===== config.mk =====
export PLATFORM = sky130hd
export DESIGN_NAME = hex_display_arbiter
export DESIGN_NICKNAME = d
export VERILOG_FILES = /design/src/rtl/hex_display_arbiter_pkg.sv /design/src/rtl/hex_display_arbiter_debounce.sv /design/src/rtl/hex_display_arbiter.sv
export SDC_FILE = /design/constraint.sdc
export NUM_CORES = 1
export LEC_CHECK = 0
export CORE_MARGIN = 4
export CORE_UTILIZATION = 35
export DETAILED_ROUTE_END_ITERATION = 12
export HOLD_SLACK_MARGIN = 0.15
export MAX_ROUTING_LAYER = met4
export SYNTH_ARGS = -nofsm -noshare
export SYNTH_HDL_FRONTEND = slang
export SYNTH_SLANG_ARGS = --single-unit

===== constraint.sdc =====
create_clock -name clk_clk -period 3 [get_ports clk_clk]
set_input_delay 0.9 -clock clk_clk [delete_from_list [all_inputs] [get_ports clk_clk]]
set_output_delay 0.9 -clock clk_clk [all_outputs]
set_load 0.05 [all_outputs]

===== src/rtl/hex_display_arbiter_pkg.sv =====
// Shared types and constants for the hex display arbiter (owner encoding, blank word, status layout).
package hex_arb_pkg;

  typedef enum logic [1:0] {
    OWN_LOCAL  = 2'd0,
    OWN_HOST   = 2'd1,
    OWN_LOCKED = 2'd2
  } owner_e;

  localparam logic [31:0] HEX_BLANK = 32'hFFFF_FFFF;

  localparam int STATUS_OWNER_LSB = 0;
  localparam int STATUS_DROP_LSB  = 8;

endpackage


===== src/rtl/hex_display_arbiter_debounce.sv =====
// Push-button conditioner: 2-flop synchroniser, stability counter, one-cycle press pulse
// on each debounced 1->0 transition of the active-low button.
module btn_debounce #(
  parameter int DEBOUNCE_CYCLES = 500_000
) (
  input  logic clk,
  input  logic rst_n,
  input  logic btn_n,
  output logic press
);

  localparam int CW = $clog2(DEBOUNCE_CYCLES);
  localparam logic [CW-1:0] CNT_MAX = CW'(DEBOUNCE_CYCLES - 1);

  logic          sync1;
  logic          sync2;
  logic          level;
  logic [CW-1:0] cnt;

  always_ff @(posedge clk) begin
    if (!rst_n) begin
      sync1 <= 1'b1;
      sync2 <= 1'b1;
      level <= 1'b1;
      cnt   <= '0;
      press <= 1'b0;
    end else begin
      sync1 <= btn_n;
      sync2 <= sync1;
      press <= 1'b0;
      // Level follows the synchronised input only after DEBOUNCE_CYCLES differing samples in a row.
      if (sync2 == level) begin
        cnt <= '0;
      end else if (cnt == CNT_MAX) begin
        level <= sync2;
        cnt   <= '0;
        press <= ~sync2;
      end else begin
        cnt <= cnt + 1'b1;
      end
    end
  end

endmodule


===== src/rtl/hex_display_arbiter.sv =====
// Arbitrates the two hex-display words between the PCIe host and the local source, with a
// button-toggled LOCKED mode. Define HEXARB_BLINK_EN to blink the display while LOCKED.
module hex_display_arbiter
  import hex_arb_pkg::*;
#(
  parameter int HOLD_CYCLES     = 50_000_000,
  parameter int DEBOUNCE_CYCLES = 500_000
`ifdef HEXARB_BLINK_EN
  ,
  parameter int BLINK_DIV       = 12_500_000
`endif
) (
  input  logic        clk_clk,
  input  logic        reset_reset_n,
  input  logic [31:0] host_hex_lo_i,
  input  logic [31:0] host_hex_hi_i,
  input  logic [31:0] local_hex_lo_i,
  input  logic [31:0] local_hex_hi_i,
  input  logic        lock_btn_n_i,
  output logic [31:0] hex_lo_o,
  output logic [31:0] hex_hi_o,
  output logic [1:0]  owner_o,
  output logic        host_grant_pulse_o,
  output logic [31:0] status_o
);

  localparam int HW = $clog2(HOLD_CYCLES);
  localparam logic [HW-1:0] HOLD_LOAD = HW'(HOLD_CYCLES - 1);

  owner_e        state;
  logic [HW-1:0] hold_cnt;
  logic [31:0]   host_lo_q;
  logic [31:0]   host_hi_q;
  logic          prime;
  logic          press;
  logic          activity;
  logic [7:0]    drop_cnt;
  logic          locked_visible;

  btn_debounce #(
    .DEBOUNCE_CYCLES (DEBOUNCE_CYCLES)
  ) u_debounce (
    .clk   (clk_clk),
    .rst_n (reset_reset_n),
    .btn_n (lock_btn_n_i),
    .press (press)
  );

  // The first cycle after reset compares against the reset value of the capture registers,
  // so prime masks it to keep reset from looking like a host write.
  assign activity = prime && ({host_hex_hi_i, host_hex_lo_i} != {host_hi_q, host_lo_q});

  always_ff @(posedge clk_clk) begin
    if (!reset_reset_n) begin
      host_lo_q <= '0;
      host_hi_q <= '0;
      prime     <= 1'b0;
    end else begin
      host_lo_q <= host_hex_lo_i;
      host_hi_q <= host_hex_hi_i;
      prime     <= 1'b1;
    end
  end

  always_ff @(posedge clk_clk) begin
    if (!reset_reset_n) begin
      state              <= OWN_LOCAL;
      hold_cnt           <= '0;
      drop_cnt           <= '0;
      host_grant_pulse_o <= 1'b0;
    end else begin
      host_grant_pulse_o <= 1'b0;
      if (press) begin
        // A press takes priority; any host activity in the same cycle is discarded.
        case (state)
          OWN_LOCAL:  state <= OWN_LOCKED;
          OWN_HOST:   state <= OWN_LOCKED;
          OWN_LOCKED: state <= OWN_LOCAL;
          default:    state <= OWN_LOCAL;
        endcase
      end else begin
        case (state)
          OWN_LOCAL: begin
            if (activity) begin
              state              <= OWN_HOST;
              hold_cnt           <= HOLD_LOAD;
              host_grant_pulse_o <= 1'b1;
            end
          end
          OWN_HOST: begin
            if (activity) begin
              hold_cnt <= HOLD_LOAD;
            end else if (hold_cnt == '0) begin
              state <= OWN_LOCAL;
            end else begin
              hold_cnt <= hold_cnt - 1'b1;
            end
          end
          OWN_LOCKED: begin
            if (activity && (drop_cnt != 8'hFF)) begin
              drop_cnt <= drop_cnt + 1'b1;
            end
          end
          default: state <= OWN_LOCAL;
        endcase
      end
    end
  end

`ifdef HEXARB_BLINK_EN
  localparam int BW = $clog2(BLINK_DIV);
  localparam logic [BW-1:0] BLINK_MAX = BW'(BLINK_DIV - 1);

  logic [BW-1:0] blink_cnt;
  logic          blink_vis;

  // Held at its start value outside LOCKED so every LOCKED entry begins with a visible phase.
  always_ff @(posedge clk_clk) begin
    if (!reset_reset_n) begin
      blink_cnt <= '0;
      blink_vis <= 1'b1;
    end else if (state != OWN_LOCKED) begin
      blink_cnt <= '0;
      blink_vis <= 1'b1;
    end else if (blink_cnt == BLINK_MAX) begin
      blink_cnt <= '0;
      blink_vis <= ~blink_vis;
    end else begin
      blink_cnt <= blink_cnt + 1'b1;
    end
  end

  assign locked_visible = blink_vis;
`else
  assign locked_visible = 1'b1;
`endif

  always_ff @(posedge clk_clk) begin
    if (!reset_reset_n) begin
      hex_lo_o <= HEX_BLANK;
      hex_hi_o <= HEX_BLANK;
    end else if (state == OWN_HOST) begin
      hex_lo_o <= host_lo_q;
      hex_hi_o <= host_hi_q;
    end else if ((state == OWN_LOCKED) && !locked_visible) begin
      hex_lo_o <= HEX_BLANK;
      hex_hi_o <= HEX_BLANK;
    end else begin
      hex_lo_o <= local_hex_lo_i;
      hex_hi_o <= local_hex_hi_i;
    end
  end

  assign owner_o = state;

  always_comb begin
    status_o = '0;
    status_o[STATUS_OWNER_LSB +: 2] = state;
    status_o[STATUS_DROP_LSB +: 8]  = drop_cnt;
  end

endmodule

* Yosys cells after proc, flatten, opt, wreduce, memory -nomap -nowiden *
Index checks and enable logic that the tools add are counted.
W data, S select, Z words.

word-level totals
  bits in registers = 189

operators by class
  add/sub/neg operators = 3
  equal/unequal tests = 12
  mux-type cells = 14
  bitwise operators = 6
  reductions and logical operators = 13

operators by type and width
  cell                     count
  $mux W26                 3
  $mux W32                 2
  $ne A64 B64 Y1           1
  $pmux W26 S2             1
  $logic_not A26 Y1        1
  $sub A26 B1 Y26 const B  1
  $add A19 B1 Y19 const B  1
  $eq A19 B19 Y1 const B   1
  $mux W2                  5
  $ne A3 B2 Y1 const B     3
  $reduce_or A3 Y1         3
  $add A8 B1 Y8 const B    1
  $ne A8 B8 Y1 const B     1
  $reduce_and A4 Y1        2
  $not A1 Y1               6
  $pmux W2 S3              1
  $ne A3 B3 Y1 const B     1
  $reduce_and A3 Y1        1
  $eq A2 B1 Y1 const B     1
  $eq A2 B2 Y1 const B     1
  $logic_and A1 B1 Y1      2
  $logic_not A2 Y1         1
  $mux W1                  2
  $ne A2 B1 Y1 const B     1
  other kinds (5)          5

* Longest topological paths before layout *
  word-level depth = 5
  gate-level depth with buffers = 10
  depth with buffers taken out = 9

* Hierarchy *
From an unflattened synthesis, not the netlist that was laid out.

unflattened totals
  cells, all modules = 831
  area, all modules = 7549.7 µm²

modules (own cells, without submodules)
  module               instances  cells each  area an instance (µm²)  sequential area each (µm²)
  hex_display_arbiter  1          725         6556.3                  3323.2
  btn_debounce         1          106         993.5                   460.4

* Least setup slack after synthesis *
OpenSTA, ideal clock, no wires.

  kind = in2reg
  start = in host_hex_hi_i[23]
  end = reg hold_cnt[20]
  setup time = 119 ps
  arrival time = 2339 ps
  required time = 2881 ps
  slack = 543 ps
  cell stages on the path = 7
  path buffers = 0
  cells stage by stage = xnor2_1 -> nand4_1 -> nor4_1 -> nand4_2 -> nand2_1 -> nand2_1 -> o221a_1

between the ends
  word-level cells in the longest chain between the ends = 4
  elaborated cells between the ends (all ways) = 7
  those cells by class = eq/ne: 3; mux: 2; reduce/logical: 2

ends and longest elaborated chain
  item                                                                       RTL line                   RTL
  start, declared                                                            hex_display_arbiter.sv:16  input logic [31:0] host_hex_hi_i,
  $ne A64 B64 Y1 *                                                           hex_display_arbiter.sv:51  assign activity = prime && ({host_hex_hi_i, host_hex_lo_i} != {host_hi_q, host_lo_q});
  $logic_and A1 B1 Y1 *                                                      hex_display_arbiter.sv:51
  $ne A3 B3 Y1 (no source line) (tied with other cells)                      -
  $reduce_and A4 Y1 (no source line) / $pmux W26 S2 (equally long branches)  -
  end signal, assigned                                                       hex_display_arbiter.sv:96  hold_cnt <= hold_cnt - 1'b1;
  end, declared                                                              hex_display_arbiter.sv:31  logic [HW-1:0] hold_cnt;

Every way passes the cells marked *; elsewhere a longest branch is shown, timed or not.
A chain may end at the register's enable or synchronous reset.

* Worst setup path after layout *
  start = in host_hex_hi_i[6]
  end = reg hold_cnt[8]

The elaborated chain is that of the path after synthesis.

==> metrics.log <==
INFO  metric result_of_the_run = complete, no violations
INFO  metric critPathMaxFanout = 10
INFO  metric xor_xnor_share_of_the_synthesized_area = 0.0957
INFO  metric num_rows = 54
INFO  metric fp.coreArea = 0.0220 mm2
INFO  metric syn-cell-area = 0.00787 mm2
INFO  metric wire_per_inst = 16.4 um
INFO  metric post-route-util = 0.492
INFO  metric cts_root_buf = sky130_fd_sc_hd__clkbuf_16
INFO  metric switching_share = 0.288
INFO  metric comb_power_share = 0.180
INFO  metric synthSimpleGateAreaFrac = 0.300
INFO  metric clkLatencyLatePin = 430 ps
INFO  metric areaGrowthSynthToFinish = 37.3%
INFO  metric vdd.ir_drop.worst = 0.000370 V
INFO  metric net-switching-power = 0.00172 W
INFO  metric path_buf_inv = 2
INFO  metric layout_cells_sized_above_1 = 0.0778
INFO  metric yosys.area_share.adder = 0.00477
INFO  metric critPathArrivalTime = 3190 ps
INFO  metric worst_setup_hold_path_clk_slew = 70 ps
INFO  metric timing.final.hold_violations = 0
INFO  metric worst-slew-pin-transition = 1140 ps
INFO  metric ctsLongestPathBuffers = 2
INFO  metric power.leakage = 4.20 nW
INFO  metric antenna_found_initial = 2
INFO  metric worstPathRequired = 3330 ps
INFO  metric synth_top_family_by_area = simple AND/OR/NAND/NOR gates
INFO  metric detail_route.drc_violations = 0
INFO  metric synth-compound-area-share = 0.0596
INFO  metric multiplexer_area_fraction_after_synthesis = 0.00509
INFO  metric pin_count_of_the_biggest_net_entering_global_routing = 133
INFO  metric vias = 6490
INFO  metric grt.overflow.total = 0
INFO  metric synth_top_area_cells = sky130_fd_sc_hd__dfxtp_1 48%, sky130_fd_sc_hd__xnor2_1 7.9%, sky130_fd_sc_hd__nand2_1 7.2%
INFO  metric ys_ff_latch = 189
INFO  metric timing_max_transition_violations_final = 0
INFO  metric grt_setup_unrepaired = no
INFO  metric dp_worst_setup_slack = -554 ps
INFO  metric fin_crit_sh = 0.951
INFO  metric power_report.internal_total = 0.00427 W
INFO  metric detailedRoute.firstPassIterationCount = 5
INFO  metric initial_core_util = 0.359
INFO  metric setup_viol_count_final = 0
INFO  metric synth_top_area_cell = sky130_fd_sc_hd__dfxtp_1
INFO  metric tritoncts.num_buffers = 17
INFO  metric setup_total_negative_slack = 0 ps
INFO  metric fp.dieArea = 0.0250 mm2
INFO  metric tritoncts_clock_tree = done
INFO  metric ioPinCount = 230
INFO  metric placement.io_buffers = 207
INFO  metric timing.critical_path.from_type = primary input
INFO  metric critical_path_class = in2reg
INFO  metric synth.yosys.seq_area_share = 0.481
INFO  metric layout.nets = 1215
INFO  metric post_synth_inst_count = 878
INFO  metric via_per_inst = 4.72
INFO  metric path_cells = clkdlybuf4s50_1 -> xnor2_2 -> nand4_1 -> nor4_2 -> nand4_4 -> a21oi_4 -> buf_12 -> a31oi_1 -> a311oi_1
INFO  metric detail_route_antenna_nets = 0
INFO  metric post_synth_num_cell_types = 58
INFO  metric vias_in_the_first_global_route = 6359
INFO  metric post-cts-setup-buffers = 0
INFO  metric pwr-share-clk = 0.364
INFO  metric die_y = 158 um
INFO  metric period_minus_slack = 2850 ps
INFO  metric worst_path_largest_cell_delay = 490 ps
INFO  metric grt_util_all_layers = 0.183
INFO  metric wl = 22500 um
INFO  metric cp_slowest_cell = sky130_fd_sc_hd__clkdlybuf4s50_1
INFO  metric yosysTopAreaCellShare = 0.481
INFO  metric synth.avg_cell_area = 8.97 um2
INFO  metric critical_path_s_top_delay_family = simple AND/OR/NAND/NOR gates
INFO  metric worst_clock_skew = 14.6 ps
INFO  metric worst_setup_path_end_kind = register
INFO  metric wire_length_of_the_first_global_routing_pass = 34400 um
INFO  metric max_freq = 350 MHz
INFO  metric dieWidth = 158 um
INFO  metric hpwlAfterDp = 16300 um
INFO  metric final.setup.worst_slack = 146 ps
INFO  metric power_per_cell_area = 554 mW/mm2
INFO  metric cap_viol_max_count = 0
INFO  metric hold_path.class = reg2reg
INFO  metric dr.first_iter.drc_count = 354
INFO  metric relative_slew_slack = 0.238
INFO  metric seq_power_share = 0.455
INFO  metric routability_congestion_estimate_from_global_placement = 0.811
INFO  metric synth-warning-count = 0
INFO  metric num_clock_sinks = 189
INFO  metric clock_tree.htree_level_count = 4
## worst paths after layout
path | slack [ps] | from | cells after the start | to
worst max-delay path | 150 | host_hex_hi_i[6] | 9 | hold_cnt[8]$_SDFFE_PN0P_
worst min-delay path | 430 | u_debounce.sync1$_SDFF_PN1_ | 1 | u_debounce.sync2$_SDFF_PN1_
worst max register to register | 280 | hold_cnt[0]$_SDFFE_PN0P_ | 9 | hold_cnt[20]$_SDFFE_PN0P_
worst min register to register | 430 | u_debounce.sync1$_SDFF_PN1_ | 1 | u_debounce.sync2$_SDFF_PN1_
## Yosys cell counts, drive strengths merged
cell type,number
nor3b,2
xor2,15
o211ai,7
nor2,51
and4,2
nand4,31
ha,3
nor4b,2
o221a,2
or4,3
a21oi,8
nand2b,8
nand2,152
a31oi,6
a211oi,2
nor4bb,1
nand3,87
o21a,1
a22oi,5
conb,1
a211o,1
nor2b,1
o31ai,1
dfxtp,189
or2,1
inv,5
o21ai,9
o22ai,1
or2b,1
and2,69
o211a,15
nor3,19
clkbuf,28
and3b,1
xnor2,71
buf,41
a311oi,1
mux2i,4
and3,17
or3,4
nor4,10
## sequential cells by signal, summed over array words and instances, names as in the netlist
register            cells
hex_hi_o               32
hex_lo_o               32
host_hi_q              32
host_lo_q              32
hold_cnt               26
u_debounce.cnt         19
drop_cnt                8
owner_o                 2
host_grant_pulse_o      1
prime                   1
u_debounce.level        1
u_debounce.press        1
u_debounce.sync1        1
u_debounce.sync2        1
## per-layer routing
layer,up-vias,GRT usage,part of all wire
met1,2968,0.233,0.45
li1,3329,-,-
met5,-,-,0
met2,175,0.277,0.47
met4,0,0.0520,0.017
met3,18,0.0621,0.069
## layout by cell type, fill, tap and decap left out, types with 15 or more instances in the layout
cell	n
sky130_fd_sc_hd__and2_1	68
sky130_fd_sc_hd__and3_1	15
sky130_fd_sc_hd__buf_4	24
sky130_fd_sc_hd__clkbuf_16	17
sky130_fd_sc_hd__clkdlybuf4s50_1	206
sky130_fd_sc_hd__conb_1	22
sky130_fd_sc_hd__dfxtp_1	189
sky130_fd_sc_hd__nand2_1	150
sky130_fd_sc_hd__nand3_1	85
sky130_fd_sc_hd__nand4_1	28
sky130_fd_sc_hd__nor2_1	51
sky130_fd_sc_hd__nor3_1	16
sky130_fd_sc_hd__o211a_1	15
sky130_fd_sc_hd__xnor2_1	70
sky130_fd_sc_hd__xor2_1	15
## power by group through the flow
| stage | logic, W | clock network, W | registers, W |
|---|---|---|---|
| after floorplan | 0.000425 | 0 | 0.00301 |
| after global placement | 0.00108 | 0 | 0.00278 |
| after detailed placement | 0.00108 | 0 | 0.00278 |
| after CTS | 0.00109 | 0.00223 | 0.00273 |
| after global routing | 0.00115 | 0.00234 | 0.00275 |
| final | 0.00108 | 0.00218 | 0.00273 |
## kinds of logic (layout without fill, tap and decap cells)
group,after synthesis,after routing
muxes,4,4
adders and majority gates,3,3
buffers and inverters,74,267
and+or+nand+nor,462,462
other,1,25
xor gates and xnor gates,86,86
DFF,189,189
AOI/OAI and AO/OA,59,59
## per-stage QoR
step                      hold slack [ps]  cell area [um2]  power, W  instances
after floorplan                       386             7950   0.00344        899
after global placement                414            10200   0.00387       1342
after detailed placement              394            10200   0.00387       1342
after CTS                             429            10800   0.00605       1372
after global routing                  447            10800   0.00625       1374
final                                 432            10800   0.00599       1375
## cell type report
cell class                 count  area (um2)
antenna                        3        7.51
clock buffer                  18         439
clock inverter                12         115
fill                        2191       11100
inverter                       5        18.8
multi-input combinational    636        3810
sequential                   189        3780
tap                          280         350
timing repair buffer         232        2280
## timing repair
item | CTS | global route
pin swaps | 0 | 2
resized for setup | 2 | 6
cloned | 0 | 0
endpoints found under the setup margin | 22 | 29
hold buffers | 0 | 0
Power figures use the tool's default switching activity.
